$ cat src/rtl/ru_result_drain_if.sv
// Control, host read/write port and result-stream signals of ru_result_drain.
// master is the drain engine's view; slave is the surrounding system's view.
interface ru_result_drain_if #(
  parameter int unsigned ADDRW = 16,
  parameter int unsigned WL    = 32
);
  logic             start;
  logic [ADDRW-1:0] count;
  logic             busy;
  logic             done;
  logic [ADDRW-1:0] rraddress;
  logic [WL-1:0]    rdata;
  logic [WL-1:0]    m_data;
  logic             m_valid;
  logic             m_ready;
  logic             m_last;
  logic             wrena;
  logic [ADDRW-1:0] wraddress;
  logic [WL-1:0]    wdata;

  modport master (
    input  start, count, rdata, m_ready,
    output busy, done, rraddress, m_data, m_valid, m_last, wrena, wraddress, wdata
  );

  modport slave (
    output start, count, rdata, m_ready,
    input  busy, done, rraddress, m_data, m_valid, m_last, wrena, wraddress, wdata
  );
endinterface

$ cat src/rtl/ru_result_drain.sv
// Readback engine for the reduce unit's destination buffer: credit-limited reads, output FIFO.
// Define RU_DRAIN_CLEAR_EN to zero-clear each location in the cycle its word is captured.
module ru_result_drain #(
  parameter int unsigned ADDRW = 16,
  parameter int unsigned WL    = 32,
  parameter int unsigned RDLAT = 2
) (
  input logic               clk,
  input logic               rst,
  ru_result_drain_if.master bus
);

  localparam int unsigned FD   = RDLAT + 2;
  localparam int unsigned PtrW = $clog2(FD);
  localparam int unsigned CntW = $clog2(FD + 1);
  localparam logic [CntW:0]   FdCredits = (CntW + 1)'(FD);
  localparam logic [PtrW-1:0] PtrMax    = PtrW'(FD - 1);

  typedef enum logic [1:0] {StIdle, StRun, StFlush, StDone} state_e;

  state_e           state_q;
  logic [ADDRW-1:0] count_q;
  logic [ADDRW-1:0] issue_idx_q;
  logic [ADDRW-1:0] last_addr_q;
  logic [ADDRW-1:0] accept_q;
  logic             busy_q;
  logic             done_q;

  logic [RDLAT-1:0] pipe_vld_q;
  logic [ADDRW-1:0] pipe_idx_q [RDLAT];

  logic [WL-1:0]    fifo_data_q [FD];
  logic             fifo_last_q [FD];
  logic [PtrW-1:0]  wr_ptr_q;
  logic [PtrW-1:0]  rd_ptr_q;
  logic [CntW-1:0]  occ_q;
  logic [CntW-1:0]  inflight_q;

  logic             issue;
  logic             capture;
  logic             pop;
  logic             cap_last;
  logic [ADDRW-1:0] cap_idx;
  logic [CntW:0]    credit_used;

  // Buffered plus in-flight words may never exceed the FIFO depth.
  assign credit_used = {1'b0, occ_q} + {1'b0, inflight_q};
  assign issue       = (state_q == StRun) && (credit_used < FdCredits);
  assign capture     = pipe_vld_q[RDLAT-1];
  assign cap_idx     = pipe_idx_q[RDLAT-1];
  assign cap_last    = (cap_idx == count_q - ADDRW'(1));
  assign pop         = (occ_q != '0) && bus.m_ready;

  always_ff @(posedge clk) begin
    if (rst) begin
      state_q     <= StIdle;
      count_q     <= '0;
      issue_idx_q <= '0;
      last_addr_q <= '0;
      accept_q    <= '0;
      busy_q      <= 1'b0;
      done_q      <= 1'b0;
      pipe_vld_q  <= '0;
      for (int unsigned i = 0; i < RDLAT; i++) pipe_idx_q[i] <= '0;
      for (int unsigned i = 0; i < FD; i++) begin
        fifo_data_q[i] <= '0;
        fifo_last_q[i] <= 1'b0;
      end
      wr_ptr_q    <= '0;
      rd_ptr_q    <= '0;
      occ_q       <= '0;
      inflight_q  <= '0;
    end else begin
      pipe_vld_q[0] <= issue;
      pipe_idx_q[0] <= issue_idx_q;
      for (int unsigned i = 1; i < RDLAT; i++) begin
        pipe_vld_q[i] <= pipe_vld_q[i-1];
        pipe_idx_q[i] <= pipe_idx_q[i-1];
      end

      if (issue) begin
        issue_idx_q <= issue_idx_q + ADDRW'(1);
        last_addr_q <= issue_idx_q;
      end

      case ({issue, capture})
        2'b10:   inflight_q <= inflight_q + CntW'(1);
        2'b01:   inflight_q <= inflight_q - CntW'(1);
        default: ;
      endcase

      if (capture) begin
        fifo_data_q[wr_ptr_q] <= bus.rdata;
        fifo_last_q[wr_ptr_q] <= cap_last;
        wr_ptr_q              <= (wr_ptr_q == PtrMax) ? '0 : wr_ptr_q + PtrW'(1);
      end

      if (pop) begin
        rd_ptr_q <= (rd_ptr_q == PtrMax) ? '0 : rd_ptr_q + PtrW'(1);
        accept_q <= accept_q + ADDRW'(1);
      end

      case ({capture, pop})
        2'b10:   occ_q <= occ_q + CntW'(1);
        2'b01:   occ_q <= occ_q - CntW'(1);
        default: ;
      endcase

      done_q <= 1'b0;
      unique case (state_q)
        StIdle: begin
          if (bus.start) begin
            count_q     <= bus.count;
            issue_idx_q <= '0;
            accept_q    <= '0;
            if (bus.count == '0) begin
              state_q <= StDone;
              done_q  <= 1'b1;
            end else begin
              state_q <= StRun;
              busy_q  <= 1'b1;
            end
          end
        end
        StRun: begin
          if (issue && (issue_idx_q == count_q - ADDRW'(1))) state_q <= StFlush;
        end
        StFlush: begin
          if ((occ_q == '0) && (accept_q == count_q)) begin
            state_q <= StDone;
            busy_q  <= 1'b0;
            done_q  <= 1'b1;
          end
        end
        StDone: begin
          state_q <= StIdle;
        end
        default: state_q <= StIdle;
      endcase
    end
  end

  assign bus.busy      = busy_q;
  assign bus.done      = done_q;
  assign bus.rraddress = issue ? issue_idx_q : last_addr_q;
  assign bus.m_valid   = (occ_q != '0);
  // Stream outputs read as zero whenever the FIFO is empty.
  assign bus.m_data    = bus.m_valid ? fifo_data_q[rd_ptr_q] : '0;
  assign bus.m_last    = bus.m_valid ? fifo_last_q[rd_ptr_q] : 1'b0;

`ifdef RU_DRAIN_CLEAR_EN
  assign bus.wrena     = capture;
  assign bus.wraddress = capture ? cap_idx : '0;
`else
  assign bus.wrena     = 1'b0;
  assign bus.wraddress = '0;
`endif
  assign bus.wdata     = '0;

endmodule
$ cat src/flat_wrapper.sv
// flat-port wrapper written by rule: the top's interface ports become plain ports
module ru_result_drain_flat 
#(
  parameter int unsigned ADDRW = 16,
  parameter int unsigned WL    = 32,
  parameter int unsigned RDLAT = 2
)
  (clk, rst, bus_start, bus_count, bus_rdata, bus_m_ready, bus_busy, bus_done, bus_rraddress, bus_m_data, bus_m_valid, bus_m_last, bus_wrena, bus_wraddress, bus_wdata);
  ru_result_drain_if #(.ADDRW(ADDRW), .WL(WL)) bus_i ();
  input logic clk;
  input logic rst;
  input wire logic [$bits(bus_i.start)-1:0] bus_start;
  input wire logic [$bits(bus_i.count)-1:0] bus_count;
  input wire logic [$bits(bus_i.rdata)-1:0] bus_rdata;
  input wire logic [$bits(bus_i.m_ready)-1:0] bus_m_ready;
  output wire logic [$bits(bus_i.busy)-1:0] bus_busy;
  output wire logic [$bits(bus_i.done)-1:0] bus_done;
  output wire logic [$bits(bus_i.rraddress)-1:0] bus_rraddress;
  output wire logic [$bits(bus_i.m_data)-1:0] bus_m_data;
  output wire logic [$bits(bus_i.m_valid)-1:0] bus_m_valid;
  output wire logic [$bits(bus_i.m_last)-1:0] bus_m_last;
  output wire logic [$bits(bus_i.wrena)-1:0] bus_wrena;
  output wire logic [$bits(bus_i.wraddress)-1:0] bus_wraddress;
  output wire logic [$bits(bus_i.wdata)-1:0] bus_wdata;
  assign bus_i.start = bus_start;
  assign bus_i.count = bus_count;
  assign bus_i.rdata = bus_rdata;
  assign bus_i.m_ready = bus_m_ready;
  assign bus_busy = bus_i.busy;
  assign bus_done = bus_i.done;
  assign bus_rraddress = bus_i.rraddress;
  assign bus_m_data = bus_i.m_data;
  assign bus_m_valid = bus_i.m_valid;
  assign bus_m_last = bus_i.m_last;
  assign bus_wrena = bus_i.wrena;
  assign bus_wraddress = bus_i.wraddress;
  assign bus_wdata = bus_i.wdata;
  ru_result_drain #(.ADDRW(ADDRW), .WL(WL), .RDLAT(RDLAT)) u_core (.clk(clk), .rst(rst), .bus(bus_i));
endmodule
$ cat config.mk
export PLATFORM = sky130hd
export DESIGN_NAME = ru_result_drain_flat
export DESIGN_NICKNAME = d
export VERILOG_FILES = /design/src/rtl/ru_result_drain_if.sv /design/src/rtl/ru_result_drain.sv /design/src/flat_wrapper.sv
export SDC_FILE = /design/constraint.sdc
export NUM_CORES = 1
export LEC_CHECK = 0
export CORE_MARGIN = 8
export CORE_UTILIZATION = 50
export CTS_CLUSTER_DIAMETER = 120
export DETAILED_ROUTE_END_ITERATION = 10
export PLACE_DENSITY = 0.76
export SYNTH_ARGS = -nofsm -noshare
export SYNTH_HDL_FRONTEND = slang
export SYNTH_SLANG_ARGS = --single-unit
$ cat constraint.sdc
create_clock -name clk -period 2.75 [get_ports clk]
set_clock_uncertainty 0.05 [all_clocks]
set_input_delay 0.55 -clock clk [delete_from_list [all_inputs] [get_ports clk]]
set_output_delay 0.55 -clock clk [all_outputs]
set_load 0.01 [all_outputs]
==> metrics.md <==
| Metric | Value |
|---|---|
| Mean Syn Cell Area | `11.09 um2` |
| Met3 WL | `1.683 mm` |
| Total grt overflow | `0` |
| Detailed Route Iter0 Violations | `449` |
| Setup CP Type | `reg -> out` |
| Hold Slack | `0.2542 ns` |
| Commonest non-fill, non-tap cells in the layout | `167 x and2_1, 132 x edfxtp_1, 107 x dfxtp_1` |
| HPWL Detailed | `17.31 mm` |
| Post-synth EDFFs | `132` |
| Sinks on Clock Net | `246` |
| Fin nets | `1247` |
| First-pass GRT wire length | `41.90 mm` |
| Avg WL per Cell | `17.35 um` |
| Starting Density | `50.30%` |
| CTS tree | `done` |
| Core area | `0.02319 mm2` |
| YS warnings | `0` |
| Slew Limit Fails | `0` |
| Root buffer cell | `clkbuf_16` |
| Synthesized area | `0.01166 mm2` |
| Arr. time, crit path | `2.07 ns` |
| Total GRT Usage | `18.24%` |
| Final antenna diode count | `0` |
| Area Overhead vs Synth | `21.31%` |
| Pwr per Cell Area | `749.0 mW/mm2` |
| WL final | `26.37 mm` |
| Synth unique cells | `57` |
| RSZ-0062 raised after global routing | `no` |
| Ys async rst share | `0%` |
| Met1 Wirelength | `11.18 mm` |
| DRC | `0` |
| Register area share after synthesis | `53.54%` |
| Fraction of layout cells with a size suffix above 1 | `16.40%` |
| Cell count after synthesis | `1052` |
| Finished Layout Cells | `1520` |
| Static Leak | `5.640 nW` |
| Uppermost routed layer | `met4` |
| Final period util | `97.03%` |
| Worst hold path type | `in -> reg` |
| Average vias per placed instance | `5.159` |
| CTS clk-pin slew, worst paths | `0.06 ns` |
| Slew @ Worst Pin | `0.9239 ns` |
| CP Capture Type | `output port` |
| Main flop type after synthesis | `edfxtp_1` |
| Initial DRT Pass Iterations | `5` |
| Initial antenna violation count | `0` |
| DR vias | `7842` |
| F_max | `374.8 MHz` |
| CTS Buffer Depth | `3` |
| Fin. Hold Viols | `0` |
| DP Cell Count | `1465` |
| Crit path required time | `2.15 ns` |
| Status | `finished, final reports clean` |
| Commonest non-fill, non-tap cell in the layout | `and2_1` |
| Min Tclk post-route | `2.668 ns` |
| Clock latency on the worst-skew pair | `0.52 ns` |
| Routed wl met2 | `12.81 mm` |
| Die X-Extent | `168.7 um` |
| Final Setup Violations | `0` |
| DIE AREA | `0.02847 mm2` |
| Largest net degree at the start of global routing | `75` |
| H-tree depth | `1` |
| I/O Pins | `153` |
| # port buffers | `103` |
| CTS Buf Count | `26` |
| GP Congestion | `0.8604` |
| Die Y | `168.7 um` |
| Antenna Violating Nets Remaining | `0` |
| CP startpoint kind | `flop` |
| Max VDD drop | `576.1 uV` |
| CP max FO | `8` |
| Slew margin rel. | `38.41%` |
| Vias in the first global route | `7941` |
| FF+latch count, synth | `246` |
| Core Rows | `56` |
| Max_cap viols | `0` |
per-layer routing:
| layer | global-route usage [%] | up-vias |
|---|---|---|
| li1 | - | 3742 |
| met1 | 23.05 | 3807 |
| met2 | 31.25 | 240 |
| met3 | 3.121 | 53 |
| met4 | 6.134 | 0 |
| met5 | 0 | - |
layout make-up:
cell class              instances  area [um2]
fillers                      1825        9041
flip-flops and latches        246        6260
multi-input cells             723        5000
repair buffers                166        1540
clock buffers                  34       753.2
well taps                     319       399.1
clock inverters                14       126.4
inverters                      18       72.57
kinds of logic (layout without fill, tap and decap cells):
family          count (synthesis)  count (layout)  share of synthesized area [%]
other cells                     1              49                        0.03215
simple gates                  461             461                          21.54
compound gates                 76              76                          4.033
xor+xnor                       88              88                          6.725
mux                            35              35                          6.554
flops                         246             246                          53.54
fa+ha+maj                      14              14                          1.630
buf+inv                       131             232                          5.942
registers in the layout, summed over array words and instances, names as in the netlist, named ones only:
signal              flops
u_core.last_addr_q     16
u_core.issue_idx_q     16
u_core.pipe_idx_q      32
u_core.bus.busy         1
u_core.bus.done         1
u_core.fifo_last_q      4
u_core.pipe_vld_q       2
u_core.accept_q        16
u_core.occ_q            3
u_core.rd_ptr_q         2
u_core.wr_ptr_q         2
u_core.fifo_data_q    128
u_core.inflight_q       3
u_core.count_q         16
u_core.state_q          2
power breakdown:
part           total, W  internal (W)  switching, W
registers       0.00423       0.00408      0.000152
logic           0.00282       0.00134       0.00148
clock network   0.00355       0.00212       0.00143
total            0.0106       0.00754       0.00306
cells in the mapped netlist (5+ instances only):
master	count	share of area, %
mux4_2	33	6.4
edfxtp_1	132	34
nor2_1	52	1.7
nand4_1	13	0.70
ha_1	12	1.3
o21ai_0	15	0.64
dfxtp_1	114	20
nor3_1	11	0.47
or3_1	10	0.54
buf_1	7	0.23
clkbuf_1	50	1.6
nand2_1	106	3.4
nor4_1	11	0.59
a21oi_1	39	1.7
xnor2_1	37	2.8
xor2_1	50	3.8
nand2b_1	5	0.27
inv_1	17	0.55
buf_2	5	0.21
nand3_1	15	0.64
buf_4	50	3.2
nor2b_1	50	2.7
and2_1	168	9.0
timing repair:
item / 4_1_cts / 5_1_grt
setup endpoints to repair: 50 / 23
gates cloned: 2 / 0
buffers inserted: 5 / 0
resized for setup: 120 / 19
pin swaps: 5 / 7
hold buffers: 0 / 0
path summary, 6_finish.rpt:
check	start	to	slack, ns	cells past startpoint
min reg2reg	u_core.pipe_idx_q[0][2]$_SDFF_PP0_	u_core.pipe_idx_q[0][18]$_SDFF_PP0_	0.38	1
max	u_core.occ_q[2]$_SDFFE_PP0P_	bus_rraddress[12]	0.08	7
min	rst	u_core.occ_q[2]$_SDFFE_PP0P_	0.25	2
max reg2reg	u_core.occ_q[2]$_SDFFE_PP0P_	u_core.state_q[1]$_SDFFE_PP0P_	0.11	13
critical path, cell delays in order (launching register included):
cell	delay, ns
dfxtp_4	0.36
ha_4	0.23
nor4b_2	0.21
and2_4	0.19
buf_6	0.11
inv_6	0.05
o21ai_1	0.15
clkdlybuf4s15_2	0.25
stage by stage:
stage | utilization [%] | area [um2] | worst slack, ns | TNS (ns) | power [W]
after global routing | 61.02 | 14150 | 0.001315 | 0 | 0.01108
after CTS | 60.75 | 14090 | -0.07819 | -0.07819 | 0.01062
final | 61.02 | 14150 | 0.08163 | 0 | 0.01060
after global placement | 56.79 | 13170 | 0.07591 | 0 | 0.006891
after detailed placement | 56.79 | 13170 | 0.01422 | 0 | 0.006939
after floorplan | - | 11850 | 0.03918 | 0 | 0.005982
(Power assumes the default switching activity.)
